`config.mk`:
```
export PLATFORM = sky130hd
export DESIGN_NAME = pipeline_hazard_ctrl
export DESIGN_NICKNAME = d
export VERILOG_FILES = /design/src/rtl/hazard_pkg.sv /design/src/rtl/haz_wait_timer.sv /design/src/rtl/pipeline_hazard_ctrl.sv
export SDC_FILE = /design/constraint.sdc
export NUM_CORES = 1
export LEC_CHECK = 0
export ABC_AREA = 1
export CAP_MARGIN = 20
export CORE_MARGIN = 2
export CORE_UTILIZATION = 45
export DETAILED_ROUTE_END_ITERATION = 8
export PLACE_DENSITY = 0.84
export SLEW_MARGIN = 40
export SYNTH_ARGS = -nofsm -noshare
export SYNTH_HDL_FRONTEND = slang
export SYNTH_SLANG_ARGS = --single-unit
```
`constraint.sdc`:
```
create_clock -name clk -period 1.4 [get_ports clk]
set_input_delay 0.21 -clock clk [delete_from_list [all_inputs] [get_ports clk]]
set_output_delay 0.21 -clock clk [all_outputs]
set_load 0.02 [all_outputs]
```
`src/rtl/hazard_pkg.sv`:
```
`default_nettype none
// ============================================================================
//  Module      : hazard_pkg
//  Description : Shared constants, types and helpers for the pipeline hazard
//                controller: FSM state encoding, MEM_TIMEOUT default,
//                counter widths, control-bundle type and load-use detector.
//  Revision    : 1.0 - initial release
// ============================================================================
package hazard_pkg;

    // Default limit on consecutive MEM_WAIT cycles (legal 1..255)
    localparam int unsigned MEM_TIMEOUT_DEF = 255;

    // Counter widths
    localparam int unsigned WAIT_CNT_W = 8;
    localparam int unsigned PERF_CNT_W = 32;

    // FSM encoding; 2'b11 is unused and recovers to RUN
    localparam int unsigned STATE_W     = 2;
    localparam logic [1:0]  ST_RUN      = 2'b00;
    localparam logic [1:0]  ST_MEM_WAIT = 2'b01;
    localparam logic [1:0]  ST_ERR      = 2'b10;

    // Pipeline control bundle driven by the controller every cycle
    typedef struct packed {
        logic pc_write;
        logic ifid_write;
        logic ifid_flush;
        logic idex_flush;
        logic pipe_hold;
    } haz_ctrl_t;

    // Normal flow: everything advances, nothing flushed
    localparam haz_ctrl_t CTRL_FLOW = '{pc_write: 1'b1, ifid_write: 1'b1,
                                        ifid_flush: 1'b0, idex_flush: 1'b0,
                                        pipe_hold: 1'b0};

    // Whole pipeline frozen (memory stall or error)
    localparam haz_ctrl_t CTRL_HOLD = '{pc_write: 1'b0, ifid_write: 1'b0,
                                        ifid_flush: 1'b0, idex_flush: 1'b0,
                                        pipe_hold: 1'b1};

    // Taken branch: squash the two younger slots, fetch from the target
    localparam haz_ctrl_t CTRL_BRANCH = '{pc_write: 1'b1, ifid_write: 1'b1,
                                          ifid_flush: 1'b1, idex_flush: 1'b1,
                                          pipe_hold: 1'b0};

    // Load-use: freeze front end, inject one bubble into ID/EX
    localparam haz_ctrl_t CTRL_LOAD_USE = '{pc_write: 1'b0, ifid_write: 1'b0,
                                            ifid_flush: 1'b0, idex_flush: 1'b1,
                                            pipe_hold: 1'b0};

    // A load in EX whose destination feeds the instruction in ID.
    // Register 0 is hardwired zero and never creates a dependency.
    function automatic logic load_use_hit(
        input logic       mem_read_ex,
        input logic [4:0] rt_ex,
        input logic [4:0] rs_id,
        input logic [4:0] rt_id
    );
        return mem_read_ex && (rt_ex != 5'd0) &&
               ((rt_ex == rs_id) || (rt_ex == rt_id));
    endfunction

endpackage
`default_nettype wire

```
`src/rtl/haz_wait_timer.sv`:
```
`default_nettype none
// ============================================================================
//  Module      : haz_wait_timer
//  Description : Counts consecutive data-memory wait cycles. Supports load
//                (start of a wait at 1), increment, clear, and flags when the
//                count has reached MEM_TIMEOUT. Saturates, never wraps.
//  Revision    : 1.0 - initial release
// ============================================================================
module haz_wait_timer
    import hazard_pkg::*;
#(
    parameter int unsigned MEM_TIMEOUT = MEM_TIMEOUT_DEF
) (
    input  logic clk,
    input  logic rst_n,
    input  logic load,
    input  logic inc,
    input  logic clr,
    output logic timeout
);

    localparam logic [WAIT_CNT_W-1:0] c_limit = MEM_TIMEOUT[WAIT_CNT_W-1:0];

    logic [WAIT_CNT_W-1:0] r_wait_cnt;

    // Wait counter: clear wins over load, load over increment; holds at limit
    always_ff @(posedge clk or negedge rst_n) begin
        if (!rst_n) begin
            r_wait_cnt <= '0;
        end else if (clr) begin
            r_wait_cnt <= '0;
        end else if (load) begin
            r_wait_cnt <= {{(WAIT_CNT_W-1){1'b0}}, 1'b1};
        end else if (inc && (r_wait_cnt != c_limit)) begin
            r_wait_cnt <= r_wait_cnt + 1'b1;
        end
    end

    assign timeout = (r_wait_cnt == c_limit);

endmodule
`default_nettype wire

```
`src/rtl/pipeline_hazard_ctrl.sv`:
```
`default_nettype none
// ============================================================================
//  Module      : pipeline_hazard_ctrl
//  Description : Hazard controller for a 5-stage pipeline. Resolves memory
//                stalls (with timeout to an error state), taken-branch
//                flushes and load-use bubbles. Outputs are Mealy.
//                Optional build macro HAZ_PERF_CNT_EN adds stall_cnt and
//                flush_cnt performance counters.
//  Revision    : 1.0 - initial release
// ============================================================================
module pipeline_hazard_ctrl
    import hazard_pkg::*;
#(
    parameter int unsigned MEM_TIMEOUT = MEM_TIMEOUT_DEF
) (
    input  logic               clk,
    input  logic               rst_n,
    input  logic [4:0]         Rs_ID,
    input  logic [4:0]         Rt_ID,
    input  logic [4:0]         Rt_EX,
    input  logic               MemRead_EX,
    input  logic               Branch_taken_EX,
    input  logic               dmem_req_MEM,
    input  logic               dmem_ready,
    input  logic               err_clr,
    output logic               PC_Write,
    output logic               IFID_Write,
    output logic               IFID_Flush,
    output logic               IDEX_Flush,
    output logic               Pipe_Hold,
    output logic               mem_err,
    output logic [STATE_W-1:0] ctrl_state
`ifdef HAZ_PERF_CNT_EN
    ,
    output logic [PERF_CNT_W-1:0] stall_cnt,
    output logic [PERF_CNT_W-1:0] flush_cnt
`endif
);

    logic [STATE_W-1:0] r_state;
    logic [STATE_W-1:0] w_next_state;
    haz_ctrl_t          w_ctrl;
    logic               r_mem_err;
    logic               w_set_err;
    logic               w_clr_err;
    logic               w_tmr_load;
    logic               w_tmr_inc;
    logic               w_tmr_clr;
    logic               w_timeout;
    logic               w_mem_stall;
    logic               w_load_use;

    assign w_mem_stall = dmem_req_MEM && !dmem_ready;
    assign w_load_use  = load_use_hit(MemRead_EX, Rt_EX, Rs_ID, Rt_ID);

    haz_wait_timer #(
        .MEM_TIMEOUT (MEM_TIMEOUT)
    ) u_wait_timer (
        .clk     (clk),
        .rst_n   (rst_n),
        .load    (w_tmr_load),
        .inc     (w_tmr_inc),
        .clr     (w_tmr_clr),
        .timeout (w_timeout)
    );

    // Next-state and Mealy control decode. While the pipeline is held the
    // branch/load-use inputs stay stable upstream, so they are simply not
    // acted on until the hold releases and are decoded then.
    always_comb begin
        w_next_state = r_state;
        w_ctrl       = CTRL_FLOW;
        w_tmr_load   = 1'b0;
        w_tmr_inc    = 1'b0;
        w_tmr_clr    = 1'b0;
        w_set_err    = 1'b0;
        w_clr_err    = 1'b0;

        case (r_state)
            ST_RUN: begin
                if (w_mem_stall) begin
                    w_ctrl       = CTRL_HOLD;
                    w_next_state = ST_MEM_WAIT;
                    w_tmr_load   = 1'b1;
                end else if (Branch_taken_EX) begin
                    w_ctrl = CTRL_BRANCH;
                end else if (w_load_use) begin
                    w_ctrl = CTRL_LOAD_USE;
                end
            end

            ST_MEM_WAIT: begin
                if (!dmem_ready) begin
                    w_ctrl = CTRL_HOLD;
                    if (w_timeout) begin
                        w_next_state = ST_ERR;
                        w_set_err    = 1'b1;
                        w_tmr_clr    = 1'b1;
                    end else begin
                        w_tmr_inc = 1'b1;
                    end
                end else begin
                    // Release cycle: deferred hazards take effect now
                    w_next_state = ST_RUN;
                    w_tmr_clr    = 1'b1;
                    if (Branch_taken_EX) begin
                        w_ctrl = CTRL_BRANCH;
                    end else if (w_load_use) begin
                        w_ctrl = CTRL_LOAD_USE;
                    end
                end
            end

            ST_ERR: begin
                w_ctrl = CTRL_HOLD;
                if (err_clr) begin
                    w_next_state = ST_RUN;
                    w_clr_err    = 1'b1;
                end
            end

            default: begin
                w_next_state = ST_RUN;
                w_tmr_clr    = 1'b1;
            end
        endcase

        // Reset drives the pipeline to free-flowing regardless of inputs
        if (!rst_n) begin
            w_ctrl = CTRL_FLOW;
        end
    end

    // State register
    always_ff @(posedge clk or negedge rst_n) begin
        if (!rst_n) begin
            r_state <= ST_RUN;
        end else begin
            r_state <= w_next_state;
        end
    end

    // Sticky memory-timeout flag, cleared only by err_clr while in ERR
    always_ff @(posedge clk or negedge rst_n) begin
        if (!rst_n) begin
            r_mem_err <= 1'b0;
        end else if (w_set_err) begin
            r_mem_err <= 1'b1;
        end else if (w_clr_err) begin
            r_mem_err <= 1'b0;
        end
    end

`ifdef HAZ_PERF_CNT_EN
    logic [PERF_CNT_W-1:0] r_stall_cnt;
    logic [PERF_CNT_W-1:0] r_flush_cnt;

    // Performance counters: stalled-fetch cycles and branch-flush cycles
    always_ff @(posedge clk or negedge rst_n) begin
        if (!rst_n) begin
            r_stall_cnt <= '0;
            r_flush_cnt <= '0;
        end else begin
            if (!w_ctrl.pc_write) begin
                r_stall_cnt <= r_stall_cnt + 1'b1;
            end
            if (w_ctrl.ifid_flush) begin
                r_flush_cnt <= r_flush_cnt + 1'b1;
            end
        end
    end

    assign stall_cnt = r_stall_cnt;
    assign flush_cnt = r_flush_cnt;
`endif

    assign PC_Write   = w_ctrl.pc_write;
    assign IFID_Write = w_ctrl.ifid_write;
    assign IFID_Flush = w_ctrl.ifid_flush;
    assign IDEX_Flush = w_ctrl.idex_flush;
    assign Pipe_Hold  = w_ctrl.pipe_hold;
    assign mem_err    = r_mem_err;
    assign ctrl_state = r_state;

endmodule
`default_nettype wire

```
* Word level (Yosys, flattened, before mapping) *
Index checks and enable logic that the tools add are counted.

storage, ports and cells
  bits of input ports = 22
  register bits after elaboration = 11
  output and inout bits = 8
  logic and storage cells = 53

operators by class
  reductions and logical operators = 12
  $add $sub $neg = 1
  muxes and demuxes = 28
  equal/unequal tests = 9

operator list
  cell                   number
  $mux W5                5
  $mux W8                3
  $pmux W5 S3            1
  $mux W1                13
  $eq A5 B5 Y1           2
  $add A8 B1 Y8 const B  1
  $eq A8 B8 Y1 const B   1
  $mux W2                4
  $ne A8 B8 Y1 const B   1
  $pmux W2 S3            1
  $reduce_bool A5 Y1     1
  $logic_and A1 B1 Y1    4
  $ne A2 B2 Y1 const B   2
  $ne A3 B2 Y1 const B   1
  $reduce_and A3 Y1      1
  $reduce_bool A3 Y1     1
  $eq A2 B1 Y1 const B   1
  $eq A2 B2 Y1 const B   1
  $logic_not A2 Y1       1
  $pmux W1 S2            1
  $reduce_bool A2 Y1     1
  $reduce_or A2 Y1       1
  $logic_not A1 Y1       1
  $logic_or A1 B1 Y1     1

* Depth between registers and ports, before layout *
Gate-level depths: netlist (run 1).

  word-level depth = 8
  gate-level depth with buffers = 10

* By module *
A second synthesis (run 1) with hierarchy kept.

second synthesis, totals
  cells, all modules = 162
  area total of the unflattened synthesis = 965.9 µm²

by module, submodules not included
  module                instances  cells an instance  area an instance (µm²)
  haz_wait_timer        1          73                 516.7
  pipeline_hazard_ctrl  1          89                 449.2

* Worst setup path after synthesis (run 1) *
Ideal clock, no wire load.

  path kind = flip-flop to output port
  start = register r_state[0], in the netlist ctrl_state[0]
  end = output PC_Write
  buffers on the path = 1
  arrival = 1508 ps
  required time = 1190 ps
  slack = -318 ps
  stages on the path, launching flop included = 10
  cells stage by stage = dfrtp_1 -> inv_2 -> nor2_2 -> inv_1 -> o21ai_2 -> nor2_1 -> inv_2 -> nand2_1 -> inv_1 -> buf_4

on the way
  cells in the longest elaborated chain, start to end = 3
  elaborated cells on any way between the ends = 5
  those cells by class = eq/ne: 2; mux: 2; reduce/logical: 1

ends and longest elaborated chain
  element                                     line                         text
  from (decl)                                 pipeline_hazard_ctrl.sv:40   logic [STATE_W-1:0] r_state;
  from (signal assigned)                      pipeline_hazard_ctrl.sv:139  r_state <= w_next_state;
  $eq A2 B2 Y1, or another cell as far along  pipeline_hazard_ctrl.sv:79   case (r_state)
  $pmux W5 S3 (*)                             pipeline_hazard_ctrl.sv:79
  $mux W5 (*)                                 pipeline_hazard_ctrl.sv:129  if (!rst_n) begin
  to (decl)                                   pipeline_hazard_ctrl.sv:26   output logic PC_Write,

Every way passes the cells marked *; elsewhere a longest branch is shown, timed or not.

* Worst setup path after layout (run 1) *
Same ends and word-level chain as after synthesis.

==> metrics.md, run 1 <==
| Metric | Value |
|---|---|
| Number of input and output port buffers inserted | 29 |
| Routed Antenna Nets | 0 |
| Clock edge transition at the registers on the reported setup and hold paths | 0.07 ns |
| Number of unique standard cell types used by synthesis | 25 |
| Cell area after placement | 1320 sq um |
| Area share of xor/xnor cells in the synthesized design | 0.0482 |
| Proportion of synthesized chip area in sequential cells | 0.303 |
| Minimum setup slack in the final design | -0.292 ns |
| Final number of max-transition violations | 0 |
| Reg2reg end | u_wait_timer.r_wait_cnt[7]$_DFFE_PN0P_ |
| CP required | 1.19 ns |
| # nets final | around 210 |
| Number of top-level pins | 30 |
| Detailed-route via count | 1047 |
| Relative max-transition margin | 0.856 |
| Depth of the worst register-to-register path | 8 |
| Via count of the first global-routing pass | 1078 |
| Main combinational cell family by area after synthesis | simple AND/OR/NAND/NOR gates |
| Reg-to-Reg Start | u_wait_timer.r_wait_cnt[0]$_DFFE_PN0P_ |
| Capture point of the worst path | PC_Write |
| Mapped Nets | 164 |
| Syn Area/Cell | 6.44 sq um |
| Height of the die | ~49 um |
| Fillers | 163 |
| Basic-gate share of the synthesized area counting and, or, nand and nor cells | 0.383 |
| Proportion of layout cells with a drive suffix above 1 | 0.315 |
| Share of power burned in registers | 0.347 |
| Aggregate global-route resource usage | 0.239 |
| GPL Wtd Cong | 0.763 |
| Number of clock buffers inserted by TritonCTS | 3 |
| Crit path launch type | flop |
| Fin crit share | 1.21 |
| Measured slew at the worst slew-check pin | between 0.2 and 0.25 ns |
| Post-Synth Adder-Cell Area | 0.0138 |
| Initial antenna violation count | 0 |
| Run status | finished with violations |
| H-tree depth | 1 |
| Hold Fails Final Rpt | 0 |
| Hold buffers post-CTS | 0 |
| Fraction of the core area covered by cells at the end of the flow | 0.718 |
| Share of synthesized area spent on multiplexers | 0 |
| Arrival @ worst endpoint | 1.48 ns |
| Violations in the final reports | negative setup slack |
| Minimum period implied by the final worst setup slack | ~1.7 ns |
| Skew final | 0.00591 ns |
| Final WL | 2.49 mm |
| Maximum capacitance violations | 0 |
| Accumulated negative setup slack | -1.18 ns |
| Synth warn | 0 |
| Routed WL per cell | 11.8 um |
| Clock latency on the worst-skew pair | between 0.2 and 0.3 ns |
| Part of the power in the clock network | 0.189 |
| Antenna diode count | 0 |
| Synth Register Bits | 11 |
| Unrepaired setup endpoints after global routing | yes |
| Overall die area | 2390 sq um |
| Maximum buffer depth of the clock tree | 2 |
| Critical Setup Path Class | flop to primary output |
| Maximum number of pins on one net before global-route repair | 12 |
| Total grt overflow | 0 |
| Row count | 16 |
| Number of setup violations in the final report | 5 |
| Power Density | 862 nW/um^2 |
| Summed instance area of the synthesized netlist | 908 sq um |
| Storage element area | 278 sq um |
| Combinational share of power | 0.465 |
| Num Clock Sinks | 11 |
| DRC | 0 |
| Top library cells by usage in the layout, fill and taps aside | 36 x sky130_fd_sc_hd__nand2_1, 18 x sky130_fd_sc_hd__inv_1, 16 x sky130_fd_sc_hd__clkdlybuf4s50_1 |
| DRT Pass-1 Iters | 4 |
| Switching share of power | 0.381 |
| Synth-to-layout area growth | 53.4% |
| Leakage power summed over all cells | 0.716 nW |
| Die Wd | 48.9 um |
| Hold WC Path Type | input port to asynchronous set/reset pin |
| First-pass GRT wire length | 4.55 mm |
| CTS tree | built |
| Initial Utilization | 0.468 |
| CP Launch Point | ctrl_state[0]$_DFFE_PN0P_ |
| Post-detailed-route via-to-cell ratio | 4.96 |
| Cell internal power dissipation | 0.744 mW |
| Maximum vdd ir drop | 0.651 mV |
| Synth Area in Compound Gates | 0.116 |
| Area occupied by multi-input gates | around 550 sq um |
| Worst R2R Setup Slack | 0.09 ns |
| Switching component of the power | between 0.4 and 0.5 mW |
| DRC marker count from the first detailed-route iteration | 18 |
| Worst slack on hold paths | 0.368 ns |
| Cell at the root of the clock tree | sky130_fd_sc_hd__clkbuf_4 |
| Most frequent standard cell in the layout excluding fill and tap cells | sky130_fd_sc_hd__nand2_1 |
| Max Freq | 591 MHz |
| CP Capture Type | primary output |
| Core ar. | 1940 sq um |
| Final Cell Area | 1390 sq um |
| Post-DP HPWL | 2.00 mm |
| Cells after synthesis | 141 |
| Highest fanout seen on the critical path | 5 |
[power groups by stage]
stage / sequential [mW] / clock [mW] / combinational (mW)
after floorplan: 0.423 / 0 / 0.278
after global placement: 0.414 / 0 / 0.513
after detailed placement: 0.418 / 0 / 0.534
after CTS: 0.415 / 0.227 / 0.544
after global routing: 0.425 / 0.246 / 0.617
final: 0.417 / 0.227 / 0.558
[critical path, stage by stage, from the launching register on]
cell and delay [ns]:
sky130_fd_sc_hd__dfrtp_2 0.46, sky130_fd_sc_hd__buf_6 0.13, sky130_fd_sc_hd__a21oi_2 0.13, sky130_fd_sc_hd__inv_2 0.06, sky130_fd_sc_hd__nor2_1 0.08, sky130_fd_sc_hd__nand3_1 0.08
sky130_fd_sc_hd__nand2_1 0.08, sky130_fd_sc_hd__inv_2 0.05, sky130_fd_sc_hd__buf_6 0.12
[layout make-up]
class | count | area share
Sequential cell | 11 | 0.199
Timing Repair Buffer | 40 | 0.274
Clock buffer | 4 | 0.0189
Tap cell | 27 | 0.0242
Inverter | 31 | 0.0871
Multi-Input combinational cell | 98 | 0.397
[synth_stat cells, drive strengths merged]
cell type | number | area (sq um)
clkinv | 2 | 7.51
or2 | 1 | 6.26
nor3 | 1 | 10.0
a21oi | 1 | 5.00
nand4 | 2 | 12.5
o21ai | 9 | 56.3
nor2 | 17 | 68.8
nand2 | 44 | 185
o22ai | 4 | 31.3
a31oi | 2 | 12.5
buf | 1 | 7.51
xnor2 | 3 | 26.3
inv | 29 | 109
nand3 | 11 | 65.1
ha | 1 | 12.5
xor2 | 2 | 17.5
dfrtp | 11 | 275
[kinds of logic after synthesis]
logic type | Yosys count
buf+inv | 32
fa+ha+maj | 1
simple gates | 76
flops | 11
compound gates | 16
xor+xnor | 5
[layer usage]
| metal | vias to the layer above | track usage | routed length, um |
|---|---|---|---|
| li1 | 529 | - | - |
| met1 | 469 | 0.263 | 961 |
| met4 | 0 | 0.129 | 92 |
| met2 | 38 | 0.436 | 1310 |
| met5 | - | 0 | 0 |
| met3 | 11 | 0.0399 | 128 |
[worst min-delay path by stage]
stage | cells after the start | endpoint | slack (ns)
2_1_floorplan | 0 | ctrl_state[0]$_DFFE_PN0P_ | -0.09
3_3_place_gp | 2 | mem_err$_DFFE_PN0P_ | 0.51
3_5_place_dp | 2 | mem_err$_DFFE_PN0P_ | 0.51
4_1_cts | 3 | u_wait_timer.r_wait_cnt[4]$_DFFE_PN0P_ | 0.36
5_1_grt | 3 | u_wait_timer.r_wait_cnt[0]$_DFFE_PN0P_ | 0.38
6_report | 3 | ctrl_state[1]$_DFFE_PN0P_ | 0.37
[stage by stage]
step	std cells	power (mW)	worst slack (ns)
after floorplan	141	0.701	-0.0564
after global placement	206	0.927	-0.695
after detailed placement	206	0.952	-0.744
after CTS	210	1.19	-0.300
after global routing	211	1.29	-0.386
final	211	1.20	-0.292
[timing repair]
action | 4_1_cts | 5_1_grt
setup endpoints to repair | 8 | 12
buffers inserted | 0 | 1
pin swaps | 4 | 7
cloned | 0 | 0
resized for setup | 40 | 13
[sequential cells by signal, summed over array words and instances, names as in the netlist]
register                 flops
ctrl_state                   2
u_wait_timer.r_wait_cnt      8
mem_err                      1
Note: power is estimated with default switching activity, not from simulation.
==> run 2: changes to the inputs <==
--- a/config.mk
+++ b/config.mk
@@ -7,7 +7,6 @@
 export LEC_CHECK = 0
 export ABC_AREA = 1
 export CAP_MARGIN = 20
-export CORE_MARGIN = 2
 export CORE_UTILIZATION = 45
 export DETAILED_ROUTE_END_ITERATION = 8
 export PLACE_DENSITY = 0.84
==> metrics.md, run 2 (synthesis gave the netlist of run 1 again) <==
| Metric | Value |
|---|---|
| Most frequent standard cell in the layout excluding fill and tap cells | sky130_fd_sc_hd__nand2_1 |
| Maximum buffer depth of the clock tree | 2 (unchanged) |
| Final Cell Area | 1390 sq um (-0.54%) |
| Hold Fails Final Rpt | 0 (unchanged) |
| Worst path cell trace | buf_6 -> a21oi_4 -> inv_2 -> nor2_1 -> nand3_1 -> nand2_2 -> inv_2 -> buf_6 |
| Unrepaired setup endpoints after global routing | yes |
| Row count | 15 (-1) |
| M2 GR Usage | 0.422 (-0.0139) |
| Proportion of layout cells with a drive suffix above 1 | 0.319 (+0.00370) |
| Leakage power summed over all cells | 0.704 nW (-1.7%) |
| Maximum capacitance violations | 0 (unchanged) |
| DRT Pass-1 Iters | 4 (unchanged) |
| Run status | finished with violations |
| Violations in the final reports | negative setup slack |
| CP required | 1.19 ns (about the same) |
| Detailed-route via count | 1017 (-2.9%) |
| Highest fanout seen on the critical path | 4 (-1) |
| Most Used Layer, Global Route | met2 |
| Minimum period implied by the final worst setup slack | 1.66 ns (-0.0278 ns) |
| Critical Setup Path Class | flop to primary output |
| Cell at the root of the clock tree | sky130_fd_sc_hd__clkbuf_4 |
| Routed WL per cell | 11.0 um (-6.8%) |
| Number of top-level pins | 30 (unchanged) |
| Synth-to-layout area growth | 52.6% |
| CP Capture Type | primary output |
| Minimum setup slack in the final design | -0.264 ns (+0.0278 ns) |
| Core ar. | 1800 sq um (-7.2%) |
| Antenna diode count | 0 (unchanged) |
| Fin crit share | 1.19 (-0.0199) |
| Top library cells by usage in the layout, fill and taps aside | 37 x sky130_fd_sc_hd__nand2_1, 16 x sky130_fd_sc_hd__inv_1, 16 x sky130_fd_sc_hd__clkdlybuf4s50_1 |
| Post-DP HPWL | 1.79 mm (-10%) |
| H-tree depth | 1 (unchanged) |
| Final WL | 2.31 mm (-7.2%) |
| Accumulated negative setup slack | -1.04 ns (+0.142 ns) |
| CTS tree | built |
| Clock latency on the worst-skew pair | 0.28 ns (about the same) |
| Aggregate global-route resource usage | 0.231 (-0.00826) |
| Maximum vdd ir drop | 0.515 mV (-21%) |
| Measured slew at the worst slew-check pin | 0.218 ns (+0.00175 ns) |
| Die Wd | 46.9 um (-4.1%) |
| Reg-to-Reg Start | u_wait_timer.r_wait_cnt[0]$_DFFE_PN0P_ |
| Total grt overflow | 0 (unchanged) |
| DRC marker count from the first detailed-route iteration | 15 (-3) |
| Via count of the first global-routing pass | 912 (-15%) |
| Post-detailed-route via-to-cell ratio | 4.84 (-2.4%) |
| Initial Utilization | 0.504 (+0.0364) |
| GPL Wtd Cong | 0.791 (+3.6%) |
| Met1 track demand over resource in global routing | 0.268 (+0.00559) |
| DRC | 0 (unchanged) |
| Skew final | 0.00873 ns (+0.00282 ns) |
| Initial antenna violation count | 0 (unchanged) |
| Clock edge transition at the registers on the reported setup and hold paths | 0.07 ns (about the same) |
| Arrival @ worst endpoint | 1.45 ns (-0.03 ns) |
| Relative max-transition margin | 0.855 (-0.00116) |
| Crit path launch type | flop |
| Overall die area | 2200 sq um (-8.0%) |
| Maximum number of pins on one net before global-route repair | 10 (-2) |
| Largest register by flop count | u_wait_timer.r_wait_cnt |
| Number of clock buffers inserted by TritonCTS | 3 (unchanged) |
| Cell area after placement | 1310 sq um (-0.19%) |
| Number of input and output port buffers inserted | 29 (unchanged) |
| Max Freq | 601 MHz (+1.7%) |
| # nets final | 209 (+0.48%) |
| Max stage delay on crit path | 0.45 ns (about the same) |
| Power Density | 893 nW/um^2 (+3.6%) |
| First-pass GRT wire length | 3.59 mm (-21%) |
| Routed Antenna Nets | 0 (unchanged) |
| Height of the die | 46.9 um (-4.1%) |
| CP Launch Point | ctrl_state[0]$_DFFE_PN0P_ |
| Hold WC Path Type | input port to asynchronous set/reset pin |
| Num Clock Sinks | 11 (unchanged) |
| Number of flip-flops in the largest register | 8 (unchanged) |
| GR Util met3 | 0.0269 (-0.0130) |
| Final number of max-transition violations | 0 (unchanged) |
| Cell type of the slowest stage on the worst timing path | sky130_fd_sc_hd__dfrtp_2 |
| Fraction of the core area covered by cells at the end of the flow | 0.769 (+0.0517) |
| Number of setup violations in the final report | 5 (unchanged) |
[run 2: changes by cell type in the layout (fill, tap and decap cells not counted), moves of 2 or more]
cell                             before  now
sky130_fd_sc_hd__dlygate4sd2_1        3    5
sky130_fd_sc_hd__inv_2                9   12
sky130_fd_sc_hd__dlymetal6s2s_1       3    1
sky130_fd_sc_hd__inv_1               18   16
[run 2: per-layer routing]
layer | part of all wire | vias up | routed length, um
met1 | 0.43 | 458 | 998
met5 | 0 | - | 0
met2 | 0.51 | 23 | 1180
met4 | 0.024 | 0 | 56
met3 | 0.032 | 7 | 73
li1 | - | 529 | -
[run 2: cell type report]
cell class,count,area (sq um)
multi-input cells,98,551
inverters,31,119
fillers,131,415
repair buffers,41,382
clock buffers,4,26.3
well taps,25,31.3
flip-flops and latches,11,278
[run 2: final timing paths]
path | endpoint | slack [ns] | depth (start not counted)
max in group asynchronous | ctrl_state[1]$_DFFE_PN0P_ | 0.97 | 2
worst min register to register | mem_err$_DFFE_PN0P_ | 0.51 | 2
min in group clk | mem_err$_DFFE_PN0P_ | 0.51 | 2
worst min-delay path | ctrl_state[0]$_DFFE_PN0P_ | 0.25 | 2
worst max-delay path | IFID_Write | -0.26 | 8
worst max register to register | u_wait_timer.r_wait_cnt[4]$_DFFE_PN0P_ | 0.11 | 6
[run 2: power breakdown]
part,switching (mW),total [mW],internal (mW)
clock network,0.114,0.224,0.111
registers,0.0500,0.412,0.362
logic,0.307,0.602,0.295
[run 2: per-stage QoR]
step,instances,hold slack [ns],power [mW],setup WS [ns]
2_1_floorplan,141,-0.0856,0.701,-0.0564
4_1_cts,209,0.252,1.20,-0.287
3_5_place_dp,204,0.503,0.961,-0.733
5_1_grt,210,0.264,1.32,-0.357
6_report,210,0.248,1.24,-0.264
3_3_place_gp,204,0.506,0.941,-0.704
[run 2: critical path, delay by kind of cell (launching register included)]
kind | cells | cell delay, ns
buffers and inverters | 4 | 0.36
DFF | 1 | 0.45
AOI/OAI and AO/OA | 1 | 0.14
and+or+nand+nor | 3 | 0.23
[run 2: what timing repair did]
action | in CTS | in global routing
pin swaps | 8 | 6
cloned | 0 | 0
gates resized for setup | 43 | 11
hold buffers | 0 | 0
setup endpoints to repair | 8 | 6
setup buffers | 1 | 1
hold endpoints to repair | 0 | 0
==> run 3: changes to the inputs <==
--- a/config.mk
+++ b/config.mk
@@ -5,11 +5,10 @@
 export SDC_FILE = /design/constraint.sdc
 export NUM_CORES = 1
 export LEC_CHECK = 0
-export ABC_AREA = 1
 export CAP_MARGIN = 20
-export CORE_UTILIZATION = 45
+export CORE_UTILIZATION = 42
 export DETAILED_ROUTE_END_ITERATION = 8
-export PLACE_DENSITY = 0.84
+export PLACE_DENSITY = 0.83
 export SLEW_MARGIN = 40
 export SYNTH_ARGS = -nofsm -noshare
 export SYNTH_HDL_FRONTEND = slang
==> metrics.md, run 3 <==
| Metric | Value |
|---|---|
| Syn Area/Cell | 8.80 sq um (+37%) |
| First-pass GRT wire length | 4.06 mm (+13%) |
| Reg2reg end | u_wait_timer.r_wait_cnt[6]$_DFFE_PN0P_ |
| CP Capture Type | primary output |
| Cell at the root of the clock tree | sky130_fd_sc_hd__clkbuf_4 |
| Number of clock buffers inserted by TritonCTS | 3 (unchanged) |
| Run status | finished with violations |
| Worst slack on hold paths | 0.282 ns (+0.0344 ns) |
| Post-Synth Adder-Cell Area | 0.0167 (+0.00295) |
| Depth of the worst register-to-register path | 7 (+1) |
| Most frequent standard cell in the layout excluding fill and tap cells | sky130_fd_sc_hd__buf_4 |
| Minimum setup slack in the final design | -0.237 ns (+0.0276 ns) |
| Number of unique standard cell types used by synthesis | 30 (+20%) |
| Worst path cell trace | and2b_2 -> o21a_4 -> a31oi_4 -> buf_6 |
| Synth Area in Compound Gates | 0.214 (+0.0983) |
| Cell type of the slowest stage on the worst timing path | sky130_fd_sc_hd__dfrtp_2 |
| CTS tree | built |
| Switching component of the power | 0.437 mW (-7.0%) |
| Initial Utilization | 0.475 (-0.0296) |
| # nets final | 165 (-21%) |
| Height of the die | 44.2 um (-5.8%) |
| Worst R2R Setup Slack | -0.18 ns (-0.29 ns) |
| Core ar. | 1580 sq um (-13%) |
| Hold Fails Final Rpt | 0 (unchanged) |
| CP Launch Point | ctrl_state[0]$_DFFE_PN0P_ |
| Part of the power in the clock network | 0.190 (+0.009) |
| Antenna diode count | 0 (unchanged) |
| Post-synth top area share | 0.368 (+0.0649) |
| List of most frequent post-synthesis cells | 11 x sky130_fd_sc_hd__dfrtp_1, 9 x sky130_fd_sc_hd__o21ai_0, 8 x sky130_fd_sc_hd__xor2_1, 7 x sky130_fd_sc_hd__nand2_1 |
| Top area cells in the synthesized netlist | sky130_fd_sc_hd__dfrtp_1 37%, sky130_fd_sc_hd__xor2_1 9.4%, sky130_fd_sc_hd__o21ai_0 6.0%, sky130_fd_sc_hd__xnor2_1 4.7%, sky130_fd_sc_hd__a21oi_1 4.0% |
| Num Clock Sinks | 11 (unchanged) |
| Share of synthesized area spent on multiplexers | 0 (unchanged) |
| Main combinational cell family by area after synthesis | simple AND/OR/NAND/NOR gates |
| Accumulated negative setup slack | -1.72 ns (-0.687 ns) |
| Maximum number of pins on one net before global-route repair | 10 (unchanged) |
| Crit path launch type | flop |
| Leakage power summed over all cells | 0.602 nW (-15%) |
| Proportion of synthesized chip area in sequential cells | 0.368 (+0.0649) |
| GPL Wtd Cong | 0.795 (+0.46%) |
| DRT Pass-1 Iters | 6 (+2) |
| Initial antenna violation count | 0 (unchanged) |
| Number of setup violations in the final report | 11 (+6) |
| Post-detailed-route via-to-cell ratio | 5.45 (+12%) |
| Cell with the most instances after synthesis | sky130_fd_sc_hd__dfrtp_1 |
| Number of top-level pins | 30 (unchanged) |
| Maximum buffer depth of the clock tree | 2 (unchanged) |
| Arrival @ worst endpoint | 1.43 ns (-0.02 ns) |
| Max stage delay on crit path | 0.40 ns (-0.05 ns) |
| Top library cells by usage in the layout, fill and taps aside | 23 x sky130_fd_sc_hd__buf_4, 12 x sky130_fd_sc_hd__dlygate4sd2_1, 9 x sky130_fd_sc_hd__dfrtp_1 |
| Maximum capacitance violations | 0 (unchanged) |
| Cell internal power dissipation | 0.771 mW (+0.54%) |
| Area share of xor/xnor cells in the synthesized design | 0.140 (+0.0923) |
| Clock edge transition at the registers on the reported setup and hold paths | 0.08 ns (about the same) |
| Max Freq | 611 MHz (+1.7%) |
| Final WL | 2.54 mm (+9.8%) |
| Summed instance area of the synthesized netlist | 748 sq um (-18%) |
| Highest fanout seen on the critical path | 3 (-1) |
| H-tree depth | 1 (unchanged) |
| Number of synthesized flops with an enable pin | 0 (unchanged) |
| Basic-gate share of the synthesized area counting and, or, nand and nor cells | 0.231 (-0.152) |
| Fin crit share | 1.17 (-0.0197) |
| Measured slew at the worst slew-check pin | 0.286 ns (+0.0681 ns) |
| Hold WC Path Type | input port to asynchronous set/reset pin |
| Via count of the first global-routing pass | 876 (-3.9%) |
| Routed WL per cell | 16.2 um (+47%) |
| Clock latency on the worst-skew pair | 0.28 ns (about the same) |
| Number of input and output port buffers inserted | 29 (unchanged) |
| Maximum vdd ir drop | 0.793 mV (+54%) |
| Overall die area | 1950 sq um (-11%) |
| Critical Setup Path Class | flop to primary output |
| DRC marker count from the first detailed-route iteration | 24 (+9) |
| Violations in the final reports | negative setup slack |
| Area leader, netlist | sky130_fd_sc_hd__dfrtp_1 |
| Reg-to-Reg Start | ctrl_state[0]$_DFFE_PN0P_ |
| Proportion of layout cells with a drive suffix above 1 | 0.461 (+0.142) |
| Switching share of power | 0.362 (-0.0183) |
| Share of synthesized flip-flops with an asynchronous set or reset | 1.00 (unchanged) |
| Largest register by flop count | u_wait_timer.r_wait_cnt |
| Post-DP HPWL | 1.81 mm (+0.97%) |
| Skew final | 0.00304 ns (-0.00569 ns) |
| Relative max-transition margin | 0.809 (-0.0454) |
| Placement-stage worst setup slack | -1.01 ns (-0.276 ns) |
| Routed Antenna Nets | 0 (unchanged) |
| Power Density | 900 nW/um^2 (+0.84%) |
| Minimum period implied by the final worst setup slack | 1.64 ns (-0.0276 ns) |
| Number of flip-flops in the largest register | 8 (unchanged) |
| Final number of max-transition violations | 0 (unchanged) |
| Detailed-route via count | 855 (-16%) |
| Aggregate global-route resource usage | 0.290 (+0.0595) |
| CP required | 1.19 ns (about the same) |
| Mapped Nets | 108 (-34%) |
| Synth Register Bits | 11 (unchanged) |
| Synth-to-layout area growth | 79.4% |
| Ys flop type | sky130_fd_sc_hd__dfrtp_1 |
| Row count | 14 (-1) |
| Die Wd | 44.2 um (-5.8%) |
| Share of power burned in registers | 0.317 (-0.016) |
| Combinational share of power | 0.493 (+0.007) |
| Synth warn | 0 (unchanged) |
| Unrepaired setup endpoints after global routing | yes |
| Total grt overflow | 0 (unchanged) |
| Cells after synthesis | 85 (-40%) |
| DRC | 0 (unchanged) |
==> run 3: critical path, delay by kind of cell, from the launching register on <==
family	cells	cell delay [ns]
DFF	1	0.40
AOI/OAI and AO/OA	2	0.37
and+or+nand+nor	1	0.24
buffers and inverters	1	0.14
==> run 3: cell type report <==
type	instances	area, sq um
clock buffers	3	22.5
clock inverters	1	5.00
fillers	86	234
inverters	1	3.75
multi-input cells	71	552
flip-flops and latches	11	278
well taps	16	20.0
repair buffers	54	462
==> run 3: how the worst max path moves through the flow <==
stage / to / slack (ns)
CTS: PC_Write / -0.23
finish: IFID_Write / -0.24
global route: PC_Write / -0.28
global placement: IFID_Write / -0.98
floorplan: PC_Write / -0.14
detailed placement: PC_Write / -1.01
==> run 3: per-stage QoR <==
stage          power (mW)  std cells  utilization  area, sq um
6_report             1.21        157        0.852         1340
3_5_place_dp        0.917        150        0.783         1230
5_1_grt              1.28        157        0.852         1340
4_1_cts              1.19        156        0.836         1320
3_3_place_gp        0.897        150        0.783         1230
2_1_floorplan       0.627         85            -          781
==> run 3: cells by family (layout without fill, tap and decap cells) <==
group           Yosys count  count (layout)
flops                    11              11
fa+ha+maj                 1               1
simple gates             33              33
compound gates           25              25
buf+inv                   3              59
xor+xnor                 12              12
==> run 3: what timing repair did <==
action,CTS,global route
hold buffers,0,0
gates resized for setup,90,6
pin swaps,14,1
gates cloned,0,0
endpoints found under the setup margin,16,15
buffers inserted,2,1
==> run 3: metal layers <==
layer / GRT usage / vias up / share of wire
li1: - / 423 / -
met1: 0.352 / 402 / 0.41
met2: 0.512 / 24 / 0.53
met3: 0.0408 / 6 / 0.030
met4: 0.121 / 0 / 0.024
met5: 0 / - / 0
==> run 3: power by group through the flow <==
| stage | logic [mW] | registers (mW) | clock network [mW] |
|---|---|---|---|
| finish | 0.596 | 0.384 | 0.229 |
| global route | 0.632 | 0.386 | 0.259 |
| global placement | 0.515 | 0.382 | 0 |
| detailed placement | 0.532 | 0.385 | 0 |
| CTS | 0.564 | 0.382 | 0.239 |
| floorplan | 0.210 | 0.418 | 0 |
